$ cat src/rtl/jt12_wrqueue_pkg.sv
// Shared types for the jt12 host write queue: FSM states,
// queue entry layout and status busy bit position.
package jt12_wrqueue_pkg;

  typedef enum logic [2:0] {
    S_IDLE,
    S_WRITE,
    S_RECOV,
    S_POLL,
    S_SAMPLE
  } wrq_state_e;

  localparam int ENTRY_W  = 10;
  localparam int BUSY_BIT = 7;

  typedef struct packed {
    logic [1:0] addr;
    logic [7:0] din;
  } wrq_entry_t;

endpackage

$ cat src/rtl/jt12_wrq_fifo.sv
// DEPTH-entry register FIFO of {addr,din} write entries.
// Ports: push/pop strobes, wdata/rdata (head), full, empty, level.
module jt12_wrq_fifo
  import jt12_wrqueue_pkg::*;
#(
  parameter int DEPTH = 16,
  parameter int AW    = 4
) (
  input  logic       clk,
  input  logic       rst_n,
  input  logic       push,
  input  logic       pop,
  input  wrq_entry_t wdata,
  output wrq_entry_t rdata,
  output logic       full,
  output logic       empty,
  output logic [AW:0] level
);

  wrq_entry_t  mem [DEPTH];
  logic [AW:0] wptr;
  logic [AW:0] rptr;
  logic        do_push;
  logic        do_pop;

  assign do_push = push & ~full;
  assign do_pop  = pop & ~empty;

  always_ff @(posedge clk) begin
    if (do_push) mem[wptr[AW-1:0]] <= wdata;
  end

  always_ff @(posedge clk or negedge rst_n) begin
    if (!rst_n) begin
      wptr <= '0;
      rptr <= '0;
    end else begin
      if (do_push) wptr <= wptr + 1'b1;
      if (do_pop)  rptr <= rptr + 1'b1;
    end
  end

  // Extra pointer MSB tells full from empty.
  assign full  = (wptr[AW] != rptr[AW]) &&
                 (wptr[AW-1:0] == rptr[AW-1:0]);
  assign empty = (wptr == rptr);
  assign level = wptr - rptr;
  assign rdata = mem[rptr[AW-1:0]];

endmodule

$ cat src/rtl/jt12_wrqueue.sv
// Host write queue in front of the jt12 bus; replays writes, polls busy.
// Option JT12_WRQ_DROPCNT_EN: saturating 8-bit dropped-write counter.
module jt12_wrqueue
  import jt12_wrqueue_pkg::*;
#(
  parameter int DEPTH    = 16,
  parameter int AW       = 4,
  parameter int WR_PULSE = 2,
  parameter int BUSY_TMO = 255
) (
  input  logic        clk,
  input  logic        rst_n,
  input  logic        host_wr,
  input  logic [1:0]  host_addr,
  input  logic [7:0]  host_din,
  output logic        host_full,
  output logic        host_empty,
  output logic [AW:0] host_level,
  output logic [7:0]  host_stat,
  output logic        ovf,
  output logic        tmo,
  input  logic        clr_err,
  output logic [7:0]  drop_cnt,
  output logic [1:0]  ym_addr,
  output logic [7:0]  ym_din,
  output logic        ym_cs_n,
  output logic        ym_wr_n,
  input  logic [7:0]  ym_dout
);

  localparam logic [7:0] PW_LAST  = 8'(WR_PULSE - 1);
  localparam logic [7:0] TMO_LAST = 8'(BUSY_TMO - 1);

  wrq_state_e state;
  wrq_state_e nxt;
  wrq_entry_t head;
  wrq_entry_t wentry;
  logic       f_full;
  logic       f_empty;
  logic       pop;
  logic       cap;
  logic       tmo_hit;
  logic       drop;
  logic [7:0] pcnt;
  logic [7:0] poll_cnt;
  logic [7:0] stat_q;

  assign wentry = '{addr: host_addr, din: host_din};
  assign drop   = host_wr & f_full;

  jt12_wrq_fifo #(
    .DEPTH(DEPTH),
    .AW   (AW)
  ) u_fifo (
    .clk  (clk),
    .rst_n(rst_n),
    .push (host_wr),
    .pop  (pop),
    .wdata(wentry),
    .rdata(head),
    .full (f_full),
    .empty(f_empty),
    .level(host_level)
  );

  always_ff @(posedge clk or negedge rst_n) begin
    if (!rst_n) state <= S_IDLE;
    else        state <= nxt;
  end

  always_comb begin
    nxt     = state;
    pop     = 1'b0;
    cap     = 1'b0;
    tmo_hit = 1'b0;
    unique case (state)
      S_IDLE: begin
        if (!f_empty) begin
          pop = 1'b1;
          nxt = S_WRITE;
        end
      end
      S_WRITE: begin
        if (pcnt == PW_LAST) nxt = S_RECOV;
      end
      S_RECOV: begin
        // Only data writes make the core busy.
        nxt = ym_addr[0] ? S_POLL : S_IDLE;
      end
      S_POLL: nxt = S_SAMPLE;
      S_SAMPLE: begin
        cap = 1'b1;
        if (!ym_dout[BUSY_BIT]) begin
          nxt = S_IDLE;
        end else if (poll_cnt < TMO_LAST) begin
          nxt = S_POLL;
        end else begin
          tmo_hit = 1'b1;
          nxt     = S_IDLE;
        end
      end
      default: nxt = S_IDLE;
    endcase
  end

  always_ff @(posedge clk or negedge rst_n) begin
    if (!rst_n) begin
      pcnt     <= '0;
      poll_cnt <= '0;
      ym_addr  <= '0;
      ym_din   <= '0;
      ym_cs_n  <= 1'b1;
      ym_wr_n  <= 1'b1;
      stat_q   <= '0;
      ovf      <= 1'b0;
      tmo      <= 1'b0;
    end else begin
      if (state == S_WRITE && nxt == S_WRITE)
        pcnt <= pcnt + 8'd1;
      else
        pcnt <= '0;
      // poll_cnt counts samples already taken.
      if (state == S_RECOV)
        poll_cnt <= '0;
      else if (state == S_SAMPLE && nxt == S_POLL)
        poll_cnt <= poll_cnt + 8'd1;
      if (pop) begin
        ym_addr <= head.addr;
        ym_din  <= head.din;
      end else if (nxt == S_POLL) begin
        ym_addr <= 2'd0;
      end
      ym_cs_n <= ~(nxt == S_WRITE || nxt == S_POLL);
      ym_wr_n <= (nxt != S_WRITE);
      if (cap) stat_q <= ym_dout;
      if (drop)         ovf <= 1'b1;
      else if (clr_err) ovf <= 1'b0;
      if (tmo_hit)      tmo <= 1'b1;
      else if (clr_err) tmo <= 1'b0;
    end
  end

`ifdef JT12_WRQ_DROPCNT_EN
  logic [7:0] drop_q;

  always_ff @(posedge clk or negedge rst_n) begin
    if (!rst_n) begin
      drop_q <= '0;
    end else if (drop) begin
      if (clr_err)              drop_q <= 8'd1;
      else if (drop_q != 8'hFF) drop_q <= drop_q + 8'd1;
    end else if (clr_err) begin
      drop_q <= '0;
    end
  end

  assign drop_cnt = drop_q;
`else
  assign drop_cnt = 8'd0;
`endif

  assign host_full  = f_full;
  assign host_empty = f_empty & (state == S_IDLE);
  // Host sees busy until every queued write has landed.
  assign host_stat  = {stat_q[7] | ~host_empty, stat_q[6:0]};

endmodule

$ cat config.mk
export PLATFORM = sky130hd
export DESIGN_NAME = jt12_wrqueue
export DESIGN_NICKNAME = d
export VERILOG_FILES = /design/src/rtl/jt12_wrqueue_pkg.sv /design/src/rtl/jt12_wrq_fifo.sv /design/src/rtl/jt12_wrqueue.sv
export SDC_FILE = /design/constraint.sdc
export NUM_CORES = 1
export LEC_CHECK = 0
export ABC_AREA = 1
export ABC_CLOCK_PERIOD_IN_PS = 3300
export BUFFER_PORTS_ARGS = -buffer_cell sky130_fd_sc_hd__buf_4
export CORE_UTILIZATION = 61
export CTS_BUF_LIST = sky130_fd_sc_hd__clkbuf_16
export DETAILED_ROUTE_END_ITERATION = 6
export PLACE_DENSITY = 0.92
export RECOVER_POWER = 100
export SYNTH_ARGS = -nofsm -noshare
export SYNTH_HDL_FRONTEND = slang
export SYNTH_SLANG_ARGS = --single-unit
$ cat constraint.sdc
create_clock -name clk -period 3.3 [get_ports clk]
set_input_delay 0.495 -clock clk [delete_from_list [all_inputs] [get_ports clk]]
set_output_delay 0.495 -clock clk [all_outputs]
set_load 0.05 [all_outputs]
==> results of run 1 <==
## cell usage in the layout, fill, tap and decap left out, drive strengths merged, types with 4 or more instances in the layout
cell type    n
o21ai       14
xor2        14
dfrtp       49
ha          12
edfxtp     160
conb         8
xnor2        4
o22ai        5
nor2        35
buf         20
clkinv       5
nand2      290
bufinv       7
clkbuf      76
nand3      137
a21oi        8
clkinvlp     4
inv        138
nor3         7
## sequential cells by signal, summed over array words and instances, names as in the netlist
name	cells
tmo	1
pcnt	8
stat_q	8
poll_cnt	8
ym_cs_n	1
ym_din	8
ym_addr	2
u_fifo.wptr	5
ovf	1
u_fifo.rptr	5
ym_wr_n	1
state	3
u_fifo.mem	160
## worst max path at each step
stage	slack, ns	startpoint	endpoint
finish	0.22	u_fifo.rptr[3]	host_full
global route	0.11	u_fifo.rptr[3]	u_fifo.mem[5][7]
CTS	0.16	u_fifo.rptr[3]	host_stat[7]
detailed placement	0.47	u_fifo.rptr[3]	u_fifo.mem[1][6]
global placement	0.63	u_fifo.rptr[3]	u_fifo.mem[1][5]
floorplan	0.19	u_fifo.rptr[1]	host_stat[7]
## layout make-up
class | instances | area [um^2] | share of cell area, %
Tap cell | 184 | 230.2 | 2.193
Timing Repair Buffer | 73 | 352.8 | 3.361
Inverter | 137 | 515.5 | 4.910
Multi-Input combinational cell | 538 | 2479 | 23.61
Clock inverter | 17 | 260.3 | 2.479
Sequential cell | 211 | 6086 | 57.97
Clock buffer | 23 | 575.6 | 5.482
## kinds of logic (layout without fill, tap and decap cells)
logic type | after synthesis | count (layout) | share of synthesized area (%)
AND/OR/NAND/NOR | 472 | 472 | 21.33
AO/OA/AOI/OAI | 27 | 27 | 1.670
adder cells (fa/ha/maj) | 13 | 13 | 1.817
buffers and inverters | 186 | 250 | 8.406
flip-flops | 211 | 211 | 64.97
other | 1 | 8 | 0.04005
XOR/XNOR | 18 | 18 | 1.764
## metal layers
metal,up-vias,part of all wire [%]
li1,3082,-
met1,3147,37
met2,492,47
met5,-,0
met4,0,4.9
met3,109,11
## where the power goes
group | internal, W | total (W) | switching [W]
Combinational | 0.00100 | 0.00407 | 0.00307
Clock | 0.00181 | 0.00283 | 0.00102
Sequential | 0.00332 | 0.00357 | 0.000250
## cell usage after synthesis (all sizes together), types with 2 or more instances
master,count,share of area [%]
dfrtp,49,13
ha,12,1.6
xor2,14,1.4
xnor2,4,0.37
clkbuf,14,0.56
nand4,2,0.13
o22ai,5,0.33
a21oi,8,0.55
nand2,290,12
edfxtp,160,51
nor3,7,0.43
nor2,35,1.4
inv,136,5.5
o21ai,14,0.79
nand3,137,7.3
buf,35,2.3
dfstp,2,0.56
## per-stage QoR
| step | cell area (um^2) | worst slack [ns] | hold slack (ns) |
|---|---|---|---|
| after floorplan | 9389 | 0.1877 | 0.1994 |
| after global placement | 9898 | 0.6267 | 0.4632 |
| after detailed placement | 9898 | 0.4710 | 0.4702 |
| after CTS | 10730 | 0.1625 | 0.03115 |
| after global routing | 10500 | 0.1065 | 0.1863 |
| final | 10500 | 0.2227 | 0.1834 |
## worst max-delay path: stages (launching register included)
cell,delay (ns)
dfrtp_2,0.51
inv_1,0.24
ha_1,0.43
nand4_1,0.12
inv_1,0.11
nand2_1,0.09
inv_1,0.10
clkbuf_1,0.48
==> results.sh, run 1 <==
export IMPL_p_leak_nw=4.589
export IMPL_violations="capacitance limit, slew limit"
export IMPL_relSlewSlack_pct=-78.90
export IMPL_setup_tns_final_ns=0
export IMPL_pin_count=59
export IMPL_use_met3_pct=5.947
export IMPL_grt_overflow=0
export IMPL_drtPass1Iterations=6
export IMPL_grt_busiest_layer="met2"
export IMPL_synthFlopType="edfxtp_1"
export IMPL_final_util_pct=71.16
export IMPL_yosysUniqueCellTypes=32
export IMPL_die_h_um=125.9
export IMPL_antenna_found_initial=0
export IMPL_cts_resized=0
export IMPL_io_buffers=50
export IMPL_cts_setup_buffers=0
export IMPL_syn_area_mm2=0.009363
export IMPL_start_util_pct=63.46
export IMPL_diodes=0
export IMPL_ant_nets=0
export IMPL_hold_buffers=0
export IMPL_r2r_cells=10
export IMPL_peakVddDrop_v=0.0006891
export IMPL_fin_crit_sh_pct=93.25
export IMPL_cts_root_buffer="clkbuf_16"
export IMPL_crit_type="reg -> out"
export IMPL_core_area_mm2=0.01475
export IMPL_hp_start="ym_dout[0]"
export IMPL_insertion_delay_ns=0.50
export IMPL_rows=44
export IMPL_stdcell_count=1183
export IMPL_cts_buffers=22
export IMPL_hold_viol=0
export IMPL_fin_skew_ns=0.01600
export IMPL_cp_arrival_ns=2.58
export IMPL_fillers=952
export IMPL_synth_seq_cells=211
export IMPL_hold_depth=3
export IMPL_grt_max_degree=84
export IMPL_wl_per_cell_um=18.85
export IMPL_setup_violations=0
export IMPL_vias_per_cell=5.773
export IMPL_synthCells=928
export IMPL_synth_edff_count=160
export IMPL_power_density_mw_per_mm2=997.6
export IMPL_drc=0
export IMPL_maxCapViolCount=1
export IMPL_grt_util_met1_pct=36.72
export IMPL_crit_required_ns=2.80
export IMPL_r2r_end="u_fifo.mem[13][3]"
export IMPL_nNetsFinal=1018
export IMPL_worst_slew_pin_slew_ns=2.683
export IMPL_drive_gt1_share_pct=6.807
export IMPL_post_route_min_period_ns=3.077
export IMPL_finalPower_w=0.01047
export IMPL_yosysWarnings=0
export IMPL_hold_class="in -> reg"
export IMPL_r2r_setup_slack_ns=0.24
export IMPL_avgSynthCellArea_um2=10.09
export IMPL_rsz0062_at_grt="false"
export IMPL_grt_pass1_vias=6741
export IMPL_drv_slew=52
export IMPL_cts_buffer_depth=3
export IMPL_synthToLayoutAreaGrowth_pct=12.13
export IMPL_endpoint_kind="primary output"
export IMPL_cp_start_kind="register"
export IMPL_track_usage_pct=28.98
export IMPL_dpl_hpwl_mm=13.54
export IMPL_die_area_mm2=0.01585
export IMPL_async_reset_ff_share_pct=24.17
export IMPL_seq_area_frac_synth_pct=64.97
export IMPL_r2r_start="u_fifo.rptr[3]"
export IMPL_drt_wl_total_mm=22.29
export IMPL_die_w_um=125.9
export IMPL_tritoncts="done"
export IMPL_min_to="stat_q[0]"
export IMPL_grt_first_pass_wirelength_mm=34.76
export IMPL_worst_path_max_fanout=13
export IMPL_place_congestion=0.9415
export IMPL_grt_util_met2_pct=46.99
export IMPL_vias=6830
export IMPL_clock_sinks=211
export IMPL_htreeDepth=1
export IMPL_max_freq_mhz=325.0
export IMPL_dpl_cell_count=1143
export IMPL_status="finished, violations left"
export IMPL_drt_iter0_markers=880
export IMPL_clkTransAtPathRegs_ns=0.07
Power figures use the tool's default switching activity.
==> inputs of run 2 (changes only) <==
--- a/config.mk
+++ b/config.mk
@@ -6,12 +6,12 @@
 export NUM_CORES = 1
 export LEC_CHECK = 0
 export ABC_AREA = 1
-export ABC_CLOCK_PERIOD_IN_PS = 3300
+export ABC_CLOCK_PERIOD_IN_PS = 2710
 export BUFFER_PORTS_ARGS = -buffer_cell sky130_fd_sc_hd__buf_4
-export CORE_UTILIZATION = 61
+export CORE_UTILIZATION = 55
 export CTS_BUF_LIST = sky130_fd_sc_hd__clkbuf_16
 export DETAILED_ROUTE_END_ITERATION = 6
-export PLACE_DENSITY = 0.92
+export PLACE_DENSITY = 0.88
 export RECOVER_POWER = 100
 export SYNTH_ARGS = -nofsm -noshare
 export SYNTH_HDL_FRONTEND = slang
==> constraint.sdc (replaced) <==
create_clock -name clk -period 2.71 [get_ports clk]
set_input_delay 0.4065 -clock clk [delete_from_list [all_inputs] [get_ports clk]]
set_output_delay 0.4065 -clock clk [all_outputs]
set_load 0.05 [all_outputs]
==> results.sh, run 2 (same netlist as run 1, synthesis figures left out) <==
export IMPL_status="complete, no violations"
export IMPL_cts_buffers=22
export IMPL_final_util_pct=63.01
export IMPL_peakVddDrop_v=0.0007019
export IMPL_drt_iter0_markers=774
export IMPL_cp_slowest_cell="fa_1"
export IMPL_drv_slew=0
export IMPL_layout_commonest_cell="nand2_1"
export IMPL_vias=6748
export IMPL_dpl_hpwl_mm=13.02
export IMPL_die_w_um=132.5
export IMPL_fin_ws_ns=0.09371
export IMPL_htreeDepth=1
export IMPL_hold_viol=0
export IMPL_hp_start="ym_dout[6]"
export IMPL_fin_skew_ns=0.01102
export IMPL_post_route_min_period_ns=2.616
export IMPL_critical_path_top_delay_family="adder cells"
export IMPL_grt_overflow=0
export IMPL_cts_root_buffer="clkbuf_16"
export IMPL_hold_class="in -> reg"
export IMPL_worst_path_max_fanout=43
export IMPL_nNetsFinal=1024
export IMPL_critPathMostFrequentCell="buf_4"
export IMPL_endpoint_kind="primary output"
export IMPL_r2r_end="u_fifo.mem[2][2]"
export IMPL_vias_per_cell=5.509
export IMPL_fin_crit_sh_pct=96.54
export IMPL_hold_depth=3
export IMPL_cts_buffer_depth=3
export IMPL_drc=0
export IMPL_ant_nets=0
export IMPL_drtPass1Iterations=5
export IMPL_r2r_cells=9
export IMPL_wl_per_cell_um=17.32
export IMPL_cp_start_kind="register"
export IMPL_grt_max_degree=83
export IMPL_r2r_start="u_fifo.wptr[2]"
export IMPL_cp_num_buf_inv=2
export IMPL_pin_count=59
export IMPL_relSlewSlack_pct=13.85
export IMPL_clock_sinks=211
export IMPL_power_density_mw_per_mm2=1161
export IMPL_r2r_setup_slack_ns=0.17
export IMPL_start_util_pct=56.46
export IMPL_tritoncts="done"
export IMPL_track_usage_pct=24.30
export IMPL_place_congestion=0.8404
export IMPL_hold_ws_ns=0.1138
export IMPL_mostFrequentLayoutCells="nand2_1, edfxtp_1, inv_1"
export IMPL_die_area_mm2=0.01755
export IMPL_antenna_found_initial=0
export IMPL_p_leak_nw=4.613
export IMPL_maxCapViolCount=0
export IMPL_core_area_mm2=0.01658
export IMPL_worst_slew_pin_slew_ns=1.292
export IMPL_cp_cell_sequence="buf_4, fa_1, o21ai_1, xnor2_1, buf_4"
export IMPL_rows=47
export IMPL_crit_type="reg -> out"
export IMPL_die_h_um=132.5
export IMPL_synthToLayoutAreaGrowth_pct=11.61
export IMPL_place_ws_ns=0.3723
export IMPL_largest_register_ffs=160
export IMPL_clkTransAtPathRegs_ns=0.06
export IMPL_max_freq_mhz=382.2
export IMPL_io_buffers=50
export IMPL_diodes=0
export IMPL_cp_arrival_ns=2.21
export IMPL_min_to="stat_q[6]"
export IMPL_fillers=1213
export IMPL_drt_wl_total_mm=21.22
export IMPL_drive_gt1_share_pct=8.060
export IMPL_insertion_delay_ns=0.49
export IMPL_grt_first_pass_wirelength_mm=33.04
export IMPL_crit_required_ns=2.30
export IMPL_max_stage_delay_ns=0.51
export IMPL_setup_violations=0
export IMPL_grt_pass1_vias=6438
[run 2: area by class of cell]
type	count	area, um^2	area share, %
Clock buffer	23	575.6	5.508
Sequential cell	211	6085	58.23
Multi-Input combinational cell	538	2482	23.75
Clock inverter	17	101.3	0.9698
Timing Repair Buffer	79	415.4	3.975
Tap cell	220	275.3	2.634
Inverter	137	515.5	4.933
[run 2: metrics by stage]
stage	TNS [ns]	cell area [um^2]	total power [W]	cells
global route	-0.00007305	10450	0.01272	1225
global placement	0	9968	0.009330	1182
finish	0	10450	0.01213	1225
CTS	0	10660	0.01233	1223
detailed placement	0	9968	0.009488	1182
floorplan	0	9392	0.008038	935
[run 2: layer usage]
layer  vias to the layer above  wire length (um)  global-route usage, %
met5                         -                 0                      0
met4                         0               920                  10.92
met3                        69              1873                  4.751
met2                       384             10200                  40.12
met1                      3194              8224                  31.36
li1                       3101                 -                      -
[run 2: worst reg2reg max path: stages, from the launching register on]
cell and delay, ns:
dfrtp_1 0.46, ha_1 0.39, nand4_1 0.12, inv_1 0.08
nand2_1 0.08, nand2_1 0.13, inv_1 0.19, nand2_1 0.17
nor2_1 0.12, clkbuf_1 0.45
[run 2: power by group]
| group | switching [W] | internal, W |
|---|---|---|
| Sequential | 0.000266 | 0.00404 |
| Combinational | 0.00375 | 0.00128 |
| Clock | 0.00116 | 0.00162 |
| Total | 0.00518 | 0.00694 |
[run 2: repair_timing]
action                                 in CTS  in global routing
setup buffers                               0                  2
endpoints found under the hold margin      49                  0
hold buffers                                1                  0
setup endpoints to repair                   0                  1
gates resized for setup                     0                  1
[run 2: worst max path at each step]
stage          slack, ns  cells past startpoint           start           endpoint
2_1_floorplan      0.004                      9  u_fifo.rptr[1]       host_stat[7]
3_3_place_gp        0.45                      9  u_fifo.wptr[2]  u_fifo.mem[11][3]
3_5_place_dp        0.37                      9  u_fifo.wptr[2]  u_fifo.mem[11][7]
4_1_cts             0.01                      5  u_fifo.rptr[1]      host_level[4]
5_1_grt         -0.00007                      6  u_fifo.wptr[2]         host_empty
6_report            0.09                      5  u_fifo.rptr[1]      host_level[4]
